==> config.mk <==
export PLATFORM = sky130hd
export DESIGN_NAME = mmio_io_responder
export DESIGN_NICKNAME = d
export VERILOG_FILES = /design/src/rtl/mmio_pkg.sv /design/src/rtl/button_debounce.sv /design/src/rtl/mmio_io_responder.sv
export SDC_FILE = /design/constraint.sdc
export NUM_CORES = 1
export LEC_CHECK = 0
export BUFFER_PORTS_ARGS = -buffer_cell sky130_fd_sc_hd__buf_2
export CORE_MARGIN = 8
export CORE_UTILIZATION = 50
export CTS_CLUSTER_SIZE = 20
export DETAILED_ROUTE_END_ITERATION = 8
export MAX_ROUTING_LAYER = met4
export PLACE_DENSITY_LB_ADDON = 0.3
export RECOVER_POWER = 100
export SLEW_MARGIN = 10
export SYNTH_ARGS = -nofsm -noshare
export SYNTH_HDL_FRONTEND = slang
export SYNTH_HIERARCHICAL = 1
export SYNTH_SLANG_ARGS = --single-unit
==> constraint.sdc <==
create_clock -name clk -period 4.2 [get_ports clk]
set_clock_uncertainty 0.15 [all_clocks]
set_input_delay 0.21 -clock clk [delete_from_list [all_inputs] [get_ports clk]]
set_output_delay 0.21 -clock clk [all_outputs]
set_load 0.1 [all_outputs]
==> src/rtl/mmio_pkg.sv <==
// Shared constants for the MMIO responder: window base and register offsets.
// Offsets are byte addresses within the 256-byte window; decode uses addr[7:2].
package mmio_pkg;

    localparam logic [31:0] BASE_ADDR_DEFAULT = 32'hFFFF_FF00;
    localparam int          NUM_BUTTONS       = 3;
    localparam int          NUM_SWITCHES      = 10;

    typedef enum logic [5:0] {
        IDX_LEDS = 6'd0,
        IDX_SEG  = 6'd1,
        IDX_SW   = 6'd2,
        IDX_BTN  = 6'd3,
        IDX_EVT  = 6'd4,
        IDX_CYC  = 6'd5
    } reg_idx_e;

    localparam logic [7:0] OFF_LEDS = {IDX_LEDS, 2'b00};
    localparam logic [7:0] OFF_SEG  = {IDX_SEG,  2'b00};
    localparam logic [7:0] OFF_SW   = {IDX_SW,   2'b00};
    localparam logic [7:0] OFF_BTN  = {IDX_BTN,  2'b00};
    localparam logic [7:0] OFF_EVT  = {IDX_EVT,  2'b00};
    localparam logic [7:0] OFF_CYC  = {IDX_CYC,  2'b00};

endpackage

==> src/rtl/button_debounce.sv <==
// One push button: 2-flop synchroniser, stability counter, accepted level and
// a rise strobe that is high on the cycle the accepted level goes 0->1.
module button_debounce
    import mmio_pkg::*;
#(
    parameter int DEBOUNCE_CYCLES = 500000
) (
    input  logic clk,
    input  logic rst,
    input  logic raw,
    output logic level,
    output logic rise
);

    localparam int                CNT_W   = $clog2(DEBOUNCE_CYCLES);
    localparam logic [CNT_W-1:0]  CNT_MAX = CNT_W'(DEBOUNCE_CYCLES - 1);

    logic             sync_meta;
    logic             sync_q;
    logic [CNT_W-1:0] cnt;
    logic             settled;

    // The counter has already seen DEBOUNCE_CYCLES-1 differing samples, so this
    // edge is the DEBOUNCE_CYCLES-th one and the new level is accepted.
    assign settled = (sync_q != level) && (cnt == CNT_MAX);
    assign rise    = settled && sync_q;

    always_ff @(posedge clk) begin
        if (rst) begin
            sync_meta <= 1'b0;
            sync_q    <= 1'b0;
            cnt       <= '0;
            level     <= 1'b0;
        end else begin
            sync_meta <= raw;
            sync_q    <= sync_meta;
            if (sync_q == level) begin
                cnt <= '0;
            end else if (settled) begin
                level <= sync_q;
                cnt   <= '0;
            end else begin
                cnt <= cnt + CNT_W'(1);
            end
        end
    end

endmodule

==> src/rtl/mmio_io_responder.sv <==
// Memory-mapped board I/O on the CPU data bus: LED/7-seg registers, switches,
// debounced buttons with sticky W1C press events, and a free-running cycle counter.
module mmio_io_responder
    import mmio_pkg::*;
#(
    parameter logic [31:0] BASE_ADDR       = BASE_ADDR_DEFAULT,
    parameter int          DEBOUNCE_CYCLES = 500000
) (
    input  logic        clk,
    input  logic        rst,
    input  logic [31:0] addr,
    input  logic [31:0] wdata,
    input  logic        we,
    output logic        sel,
    output logic [31:0] rdata,
    output logic        rsel,
    input  logic [2:0]  buttons_n,
    input  logic [9:0]  switchs,
    output logic [9:0]  leds,
    output logic [7:0]  seg
);

    logic [5:0]  word_idx;
    logic        wr_en;
    logic [9:0]  sw_meta;
    logic [9:0]  sw_sync;
    logic [2:0]  btn_level;
    logic [2:0]  btn_rise;
    logic [2:0]  evt;
    logic [2:0]  evt_clr;
    logic [31:0] cyc;
    logic [31:0] read_mux;
    logic        unused_bits;

    assign word_idx    = addr[7:2];
    assign sel         = (addr[31:8] == BASE_ADDR[31:8]);
    assign wr_en       = sel && we;
    assign evt_clr     = (wr_en && (word_idx == IDX_EVT)) ? wdata[2:0] : 3'b000;
    assign unused_bits = ^{addr[1:0], wdata[31:10]};

    for (genvar i = 0; i < NUM_BUTTONS; i++) begin : g_btn
        button_debounce #(
            .DEBOUNCE_CYCLES(DEBOUNCE_CYCLES)
        ) u_debounce (
            .clk  (clk),
            .rst  (rst),
            .raw  (~buttons_n[i]),
            .level(btn_level[i]),
            .rise (btn_rise[i])
        );
    end

    always_comb begin
        read_mux = 32'd0;
        case (word_idx)
            IDX_LEDS: read_mux = {22'd0, leds};
            IDX_SEG:  read_mux = {24'd0, seg};
            IDX_SW:   read_mux = {22'd0, sw_sync};
            IDX_BTN:  read_mux = {29'd0, btn_level};
            IDX_EVT:  read_mux = {29'd0, evt};
            IDX_CYC:  read_mux = cyc;
            default:  read_mux = 32'd0;
        endcase
    end

    // rdata captures pre-write state, so a read-during-write returns the old
    // value; a press rise overrides a W1C clear landing on the same edge.
    always_ff @(posedge clk) begin
        if (rst) begin
            leds    <= 10'd0;
            seg     <= 8'hFF;
            evt     <= 3'b000;
            cyc     <= 32'd0;
            rdata   <= 32'd0;
            rsel    <= 1'b0;
            sw_meta <= 10'd0;
            sw_sync <= 10'd0;
        end else begin
            if (wr_en && (word_idx == IDX_LEDS)) begin
                leds <= wdata[9:0];
            end
            if (wr_en && (word_idx == IDX_SEG)) begin
                seg <= wdata[7:0];
            end
            evt     <= (evt & ~evt_clr) | btn_rise;
            cyc     <= cyc + 32'd1;
            rdata   <= sel ? read_mux : 32'd0;
            rsel    <= sel;
            sw_meta <= switchs;
            sw_sync <= sw_meta;
        end
    end

endmodule

==> results.toml, run 1 <==
[yosys]
synth_enable_flop_cells = 0
synth-seq-area-share_pct = 47.9
main_synth_ff_type = "dfxtp_1"
combinational_family_with_the_most_area_after_synthesis = "simple AND/OR/NAND/NOR gates"
post_synth_net_total = 843
synthAdderAreaFrac_pct = 0.697
synth-simple-area-share_pct = 29.5
synth_mux_area_share_pct = 3.57
synthMostInstantiatedCell = "dfxtp_1"
syn_area_per_cell_um2 = 9.47
synth_largest_type_area_fraction_pct = 47.9
syn_inst = 759
flops_latches_synth = 172
ys_async_sr_fraction_pct = 0
synth-xor-area-share_pct = 6.70
synth.area.top_cells = "dfxtp_1, nor2_1, xnor2_1, nand3_1, xor2_1"
ys.warnings.count = 6
commonest_cells_in_the_synthesized_netlist = "dfxtp_1, nor2_1, nand3_1"
synthesis.area_mm2 = 0.00719
yosysTopAreaCell = "dfxtp_1"
compound_gate_fraction_of_synth_area_pct = 9.05
yosysUniqueCellTypes = 50

[clocking]
h-tree-depth = 4
post-cts-setup-buffers = 0
cts.root.buffer_cell = "clkbuf_16"
clock_tree_from_tritoncts = "built"
inserted_clock_buffers = 17
number_of_instances_resized_during_post_cts_repair = 0
clock_tree.buffer_depth = 2
clkSinkCount = 172
clk_pin_slew_worst_paths_ns = 0.06
clk-insertion-delay-late_ns = 0.43

[setup_path]
timing.critical_path.from_type = "input pin"
critical_path.reg2reg.startpoint = "g_btn[1].u_debounce/cnt[12]"
r2r-end = "g_btn[1].u_debounce/cnt[10]"
worstSetupPathType = "input pin to primary output"
critical_path_required_ns = 3.84
reg2regPathDepth = 4
timing.critical_path.arrival_ns = 2.30
critical_path.max_fanout = 12
worstSetupEndpointType = "primary output"
worst_reg_to_reg_setup_slack_ns = 1.83

[timing]
report.final.hold_viol_count = 0
post-route-min-period_ns = 2.66
final_critical_path_setup_slack_ns = 1.54
final.setup.tns_ns = 0
finalSetupViolCount = 0
maxSlewViolCount = 100
layout_worst_path_cycle_share_pct = 63.3
worst_slew_margin_rel_pct = -30.3
maximum_achievable_frequency_mhz = 376
grt_setup_unrepaired = "no"
slew_of_the_pin_with_the_lowest_slew_margin_ns = 1.95

[placement]
post-dp-hpwl_mm = 11.3
place.port_buffers = 107
post_place_setup_slack_ns = 1.53
place.gp.congestion = 0.824
placed_area_mm2 = 0.00782

[hold_path]
hold_path.startpoint = "we"
holdPathStages = 3
hold-path-endpoint = "seg[3]"
min_path_type = "input pin to flop"

[floorplanning]
placement_rows = 44
ioPinCount = 132
floorplan.initialDensity_pct = 50.2
core_mm2 = 0.0143
floorplan.die.height_um = 136
die-area_mm2 = 0.0185
chipWidth_um = 136

[layout]
layout.core_utilization_pct = 59.9
num-nets-final = 969
syn_to_layout_area_delta_pct = 19.3
ratio_of_cells_with_drive_above_1_in_the_final_layout_pct = 12.1
design_area_mm2 = 0.00857

[power_and_ir_drop]
peakVddDrop_uv = 300
power.static_leakage_nw = 2.94
finalPower_mw = 3.27
power_per_cell_area_mw_per_mm2 = 382

[route]
drt_iter0_markers = 371
route.antenna.remaining_nets = 0
drt-vias-per-instance = 5.36
detail_route.drc_violations = 0
wirelength_mm = 16.2
first_pass_iters = 4
route.detailed.wl_per_inst_um = 15.0
vias = 5803

[grt]
grt_pass1_wl_mm = 26.6
grt_pass1_vias = 5539
globalRoute.totalOverflow = 0
antenna_found_initial = 1
grt_max_degree = 100
gr-usage-all-layers_pct = 18.3

[run]
max_cap_viol_count = 1

[run_status]
run_status = "finished, violations left"
violations_in_the_final_reports = "max-capacitance violations, max-slew violations"
[metal layers]
layer	vias up	global-route usage, %	share of wire [%]
met5	-	-	0
met4	0	6.22	1.5
met3	17	5.03	5.6
met2	112	29.1	47
met1	2666	22.0	45
li1	3008	-	-
[power breakdown]
| group | internal (mW) | switching (mW) |
|---|---|---|
| sequential | 1.65 | 0.00741 |
| combinational | 0.0554 | 0.0506 |
| clock | 0.866 | 0.643 |
| total | 2.57 | 0.701 |
[cell families after synthesis]
family                     after synthesis
muxes                                   21
AOI/OAI and AO/OA                      102
xor gates and xnor gates                55
buffers and inverters                   38
and+or+nand+nor                        367
DFF                                    172
adders and majority gates                4
[placed cells by master, fill, tap and decap left out, types with 13 or more instances in the layout]
cell type / instances
dfxtp_1: 172
nor2_1: 92
buf_2: 53
clkbuf_1: 53
nand3_1: 48
a21oi_1: 40
nand4_1: 35
nor2b_1: 34
xnor2_1: 29
nand2_1: 27
xor2_1: 26
dlygate4sd3_1: 26
o21ai_0: 24
or4_1: 19
and2_1: 17
clkbuf_16: 17
o31ai_1: 15
and4_1: 14
and2_0: 13
[final cells by class]
class                   instances  area, um^2
flip-flops and latches        172        3440
well taps                     184         230
inverters                      11        41.3
clock inverters                12         113
clock buffers                  20         467
multi-input cells             549        3540
fillers                      1314        5740
repair buffers                134         737
diodes                          1        2.50
[registers in the layout (all words and copies together) (netlist names)]
register                    cells
g_btn.u_debounce/cnt           57
cyc                            32
rdata                          32
leds                           10
sw_meta                        10
sw_sync                        10
seg                             8
evt                             3
g_btn.u_debounce/level          3
g_btn.u_debounce/sync_meta      3
g_btn.u_debounce/sync_q         3
rsel                            1
[repair_timing]
item,CTS,global route
hold endpoints to repair,33,0
setup endpoints to repair,0,0
hold buffers,26,0
[per-stage QoR]
stage,instances,hold WS (ns)
after floorplan,759,0.132
after global placement,1024,0.267
after detailed placement,1024,0.272
after CTS,1082,0.0471
after global routing,1083,0.0533
final,1083,0.0540
[worst max-delay path by stage]
stage | from | to | depth (start not counted)
6_report | addr[28] | sel | 5
4_1_cts | g_btn[1].u_debounce/cnt[12] | g_btn[1].u_debounce/cnt[10] | 4
5_1_grt | addr[28] | sel | 5
3_3_place_gp | addr[3] | rdata[13] | 5
3_5_place_dp | addr[3] | rdata[24] | 5
2_1_floorplan | addr[28] | sel | 4
[worst max-delay path: stages]
cell and delay [ns]:
buf_2 0.07, nand4_1 0.12, or4_1 0.78, nor3_1 0.22
clkbuf_1 0.89
No activity file was read; power rests on OpenSTA's default activity.
==> run 2: changes to the inputs <==
- clock period: 4.2 -> 2.6 ns (I/O delays scaled with it)
==> run 2 against run 1 <==
The run now ends clean. Combinational power up 69%. Via count up 2.5%. Clock-buffer cell count rose by 4. Setup slack worse by 1.3 ns. Die area did not move. Sequential power up 62%. Critical path depth decreased by 1. Global-route usage is 0.42 points higher. Critical path type is now flop to flop. Largest cell class unchanged. Largest power group is now the clock network.
==> results.toml, run 2 (synthesis gave the netlist of run 1 again) <==
[run_status]
run_status = "complete, no violations"

[floorplanning]
die-area_mm2 = 0.0185
placement_rows = 44
chipWidth_um = 136
core_mm2 = 0.0143
ioPinCount = 132
floorplan.die.height_um = 136
floorplan.initialDensity_pct = 50.2

[power_and_ir_drop]
power_per_cell_area_mw_per_mm2 = 634
peakVddDrop_uv = 619
power.static_leakage_nw = 3.01

[layout]
diodes = 0
num-nets-final = 980
most-common-layout-cells = "dfxtp_1, nor2_1, buf_2"
syn_to_layout_area_delta_pct = 21.5
ratio_of_cells_with_drive_above_1_in_the_final_layout_pct = 13.2
mostFrequentLayoutCell = "dfxtp_1"
largest_reg_flops = 57
layout_top_registers = "g_btn.u_debounce/cnt x57, cyc x32, rdata x32"
post_layout_nonfiller_instances = 1093
regMostFlops = "g_btn.u_debounce/cnt"

[setup_path]
crit_chain = "or4_1 > or4b_1 > o21ai_4 > nor2_1"
worst_reg_to_reg_setup_slack_ns = 0.23
worstSetupEndpointType = "flop"
max_stage_delay_ns = 0.63
timing.critical_path.arrival_ns = 2.51
worstSetupPathType = "flop to flop"
timing.critical_path.from_type = "flop"
r2r-end = "g_btn[1].u_debounce/cnt[11]"
critical_path.reg2reg.startpoint = "g_btn[1].u_debounce/cnt[12]"
critPathCapture = "g_btn[1].u_debounce/cnt[11]"
crit_path_top_delay_cell = "or4b_1"
critical_path.startpoint = "g_btn[1].u_debounce/cnt[12]"
critical_path_required_ns = 2.74
critical_path.max_fanout = 17
reg2regPathDepth = 4

[grt]
gr-usage-all-layers_pct = 18.7
antenna_found_initial = 0
globalRoute.totalOverflow = 0
grt_max_degree = 54
grt_pass1_wl_mm = 27.2
grt_pass1_vias = 5697

[timing]
maxSlewViolCount = 0
grt_setup_unrepaired = "no"
final.setup.tns_ns = 0
post-route-min-period_ns = 2.37
maximum_achievable_frequency_mhz = 423
layout_worst_path_cycle_share_pct = 91.0
finalSetupViolCount = 0
report.final.hold_viol_count = 0
slew_of_the_pin_with_the_lowest_slew_margin_ns = 1.25
worst_slew_margin_rel_pct = 17.3

[clocking]
clock_tree.buffer_depth = 2
clk-insertion-delay-late_ns = 0.42
cts.root.buffer_cell = "clkbuf_16"
clk_pin_slew_worst_paths_ns = 0.06
number_of_instances_resized_during_post_cts_repair = 0
inserted_clock_buffers = 17
h-tree-depth = 4
clkSinkCount = 172
clock_tree_from_tritoncts = "built"

[hold_path]
min_path_type = "input pin to flop"
holdPathStages = 4

[placement]
post-dp-hpwl_mm = 11.5
place.port_buffers = 107
place.gp.congestion = 0.826
dp.cells = 1032

[route]
vias = 5949
wirelength_mm = 16.5
drt_iter0_markers = 338
detail_route.drc_violations = 0
drt-vias-per-instance = 5.44
route.antenna.remaining_nets = 0
first_pass_iters = 8
route.detailed.wl_per_inst_um = 15.1

[run]
max_cap_viol_count = 0
## run 2: changes by cell type in the layout (fill, tap and decap cells not counted), moves of 2 or more
cell	previous run	this run
dlygate4sd3_1	26	29
clkbuf_2	1	3
clkinv_4	4	0
clkinvlp_4	2	4
clkbuf_8	3	6
clkinv_2	3	0
buf_4	1	8
bufinv_16	1	3
## run 2: timing repair
action                    CTS  global route
hold buffers               29             0
hold endpoints to repair   35             0
buffers inserted            0             0
## run 2: final cells by class
| class | count | area, um^2 |
|---|---|---|
| inverter | 11 | 41.3 |
| sequential | 172 | 3440 |
| multi-input combinational | 549 | 3540 |
| clock inverter | 8 | 129 |
| clock buffer | 24 | 512 |
| fill | 1286 | 5590 |
| timing repair buffer | 145 | 827 |
| tap | 184 | 230 |
## run 2: how the worst min path moves through the flow
stage	from	end
4_1_cts	addr[5]	evt[2]
6_report	addr[5]	evt[2]
3_5_place_dp	switchs[0]	sw_meta[0]
2_1_floorplan	rst	g_btn[0].u_debounce/sync_meta
5_1_grt	addr[5]	evt[2]
3_3_place_gp	switchs[4]	sw_meta[4]
## run 2: per-layer routing
metal | routed length, um | vias to the layer above | track usage, %
met5 | 0 | - | -
met4 | 235 | 0 | 6.53
met3 | 928 | 21 | 5.10
met2 | 8050 | 148 | 30.0
met1 | 7320 | 2764 | 22.3
li1 | - | 3016 | -
## run 2: power by group
group	leakage (nW)	switching (mW)	internal (mW)
clock network	0.301	1.01	1.67
registers	1.39	0.0115	2.66
logic	1.32	0.0859	0.0928
## run 2: worst max-delay path, delay by kind of cell (launching register included)
family / cells / cell delay [ns]
simple gates: 3 / 1.29
compound gates: 1 / 0.44
flops: 1 / 0.36
## run 2: stage by stage
stage	hold slack (ns)	total power [mW]	cell area [um^2]	setup WS (ns)	util [%]
floorplan	0.0516	2.80	7190	0.149	-
CTS	0.0188	5.58	8830	0.307	61.7
global route	0.0472	5.73	8730	0.148	61.0
global placement	0.187	2.88	7900	0.350	55.2
finish	0.0384	5.53	8730	0.235	61.0
detailed placement	0.192	2.88	7900	0.327	55.2
==> run 3: changes to the inputs <==
- REMOVE_ABC_BUFFERS: not set -> 1
==> run 3 against run 2 <==
Clock power down 3%. Maximum frequency is 4.7% lower. Via count up 2.1%. Sequential power hardly changed. Utilization rose by 0.42 points. Global-route usage increased by 0.52 points. Critical path type is now input pin to flop. Largest power group is now registers.
==> results.toml, run 3 (synthesis gave the netlist of run 1 again) <==
[route]
vias = 6074
wirelength_mm = 16.8
met2_length_mm = 8.00
detail_route.drc_violations = 0
route.antenna.remaining_nets = 0
wl_met1_mm = 7.55
first_pass_iters = 7
drt_iter0_markers = 489
route.detailed.wl_per_inst_um = 15.2
drt-vias-per-instance = 5.50
dr_wl_met3_um = 951
highest_layer = "met4"

[setup_path]
critical_path.max_fanout = 8
crit_path_top_delay_cell = "nand4_1"
crit_chain = "dlygate4sd3_1 > buf_2 > nand4_1 > nor2_1 > nand4_1 > mux2i_1 > dlygate4sd3_1"
worst_reg_to_reg_setup_slack_ns = 0.21
critical_path_required_ns = 2.78
worstSetupEndpointType = "flop"
timing.critical_path.arrival_ns = 2.66
worstSetupPathType = "input pin to flop"
timing.critical_path.from_type = "input pin"
max_stage_delay_ns = 0.60

[floorplanning]
floorplan.initialDensity_pct = 50.2
placement_rows = 44
chipWidth_um = 136
floorplan.die.height_um = 136
ioPinCount = 132
core_mm2 = 0.0143
die-area_mm2 = 0.0185

[clocking]
clk_pin_slew_worst_paths_ns = 0.07
clkSinkCount = 172
clk-insertion-delay-late_ns = 0.43
clock_tree_from_tritoncts = "built"
number_of_instances_resized_during_post_cts_repair = 0
clock_tree.buffer_depth = 2
h-tree-depth = 4
inserted_clock_buffers = 17
cts.root.buffer_cell = "clkbuf_16"

[layout]
mostFrequentLayoutCell = "dfxtp_1"
regMostFlops = "g_btn.u_debounce/cnt"
most-common-layout-cells = "dfxtp_1, nor2_1, buf_2, clkbuf_1, nand3_1"
layout_top_registers = "g_btn.u_debounce/cnt x57, cyc x32, rdata x32"
num-nets-final = 992
design_area_mm2 = 0.00879
largest_reg_flops = 57
syn_to_layout_area_delta_pct = 22.3
diodes = 0
fillerInstances = 1255
ratio_of_cells_with_drive_above_1_in_the_final_layout_pct = 12.8

[placement]
post-dp-hpwl_mm = 11.6
place.gp.congestion = 0.821
placed_area_mm2 = 0.00791
place.port_buffers = 107

[timing]
final.setup.tns_ns = 0
report.final.hold_viol_count = 0
worst_slew_margin_rel_pct = 15.4
finalSetupViolCount = 0
grt_setup_unrepaired = "no"
slew_of_the_pin_with_the_lowest_slew_margin_ns = 1.27
finalHoldWorstSlack_ns = 0.0228
maximum_achievable_frequency_mhz = 403
layout_worst_path_cycle_share_pct = 95.4
maxSlewViolCount = 0
post-route-min-period_ns = 2.48

[grt]
gr-usage-all-layers_pct = 19.2
grt_pass1_wl_mm = 27.6
grt_max_degree = 43
grt_pass1_vias = 5565
antenna_found_initial = 0
globalRoute.totalOverflow = 0

[power_and_ir_drop]
power_per_cell_area_mw_per_mm2 = 623
peakVddDrop_uv = 503
power.static_leakage_nw = 3.06
finalPower_mw = 5.47

[hold_path]
min_path_type = "input pin to flop"

[run]
max_cap_viol_count = 0

[run_status]
run_status = "complete, no violations"
-- run 3: cell count changes in the layout (fill, tap and decap cells not counted), moves of 2 or more --
cell           previous run  this run
clkbuf_8                  6         1
inv_6                     1         6
inv_8                     0         2
clkinvlp_4                4         2
dlygate4sd3_1            29        39
-- run 3: power by group --
group / switching [mW] / internal (mW) / total, mW / leakage (nW)
combinational: 0.0893 / 0.101 / 0.190 / 1.37
clock: 1.13 / 1.48 / 2.61 / 0.296
sequential: 0.0112 / 2.66 / 2.67 / 1.39
-- run 3: stage by stage --
stage	worst slack [ns]	util (%)	instances
after global routing	0.0709	61.4	1105
after global placement	0.346	55.2	1034
after floorplan	-0.668	-	732
after CTS	0.305	62.3	1105
after detailed placement	0.326	55.2	1034
final	0.119	61.4	1105
-- run 3: final timing paths --
path / from / endpoint / cells after the start
max: addr[13] / seg[6] / 7
max reg2reg: g_btn[1].u_debounce/cnt[12] / g_btn[1].u_debounce/cnt[2] / 4
min: addr[5] / evt[1] / 4
min reg2reg: g_btn[1].u_debounce/sync_meta / g_btn[1].u_debounce/sync_q / 1
-- run 3: worst max-delay path: cells and delay by family --
| kind | cells | cell delay (ns) |
|---|---|---|
| buffers and inverters | 3 | 1.19 |
| muxes | 1 | 0.26 |
| and+or+nand+nor | 3 | 1.06 |
-- run 3: timing repair --
action                     4_1_cts  5_1_grt
setup endpoints to repair        0        0
setup buffers                    0        0
hold endpoints to repair        44        0
hold buffers                    39        0
-- run 3: layout make-up --
cell class,instances,area (um^2),area share [%]
inverter,11,41.3,0.470
multi-input combinational,549,3520,40.1
clock inverter,14,175,1.99
tap,184,230,2.62
timing repair buffer,157,937,10.7
clock buffer,18,439,5.00
sequential,172,3440,39.2
-- run 3: per-layer routing --
| layer | global-route usage (%) | up-vias |
|---|---|---|
| met5 | - | - |
| met3 | 4.51 | 26 |
| met4 | 7.26 | 0 |
| met1 | 23.9 | 2842 |
| li1 | - | 3048 |
| met2 | 29.9 | 158 |
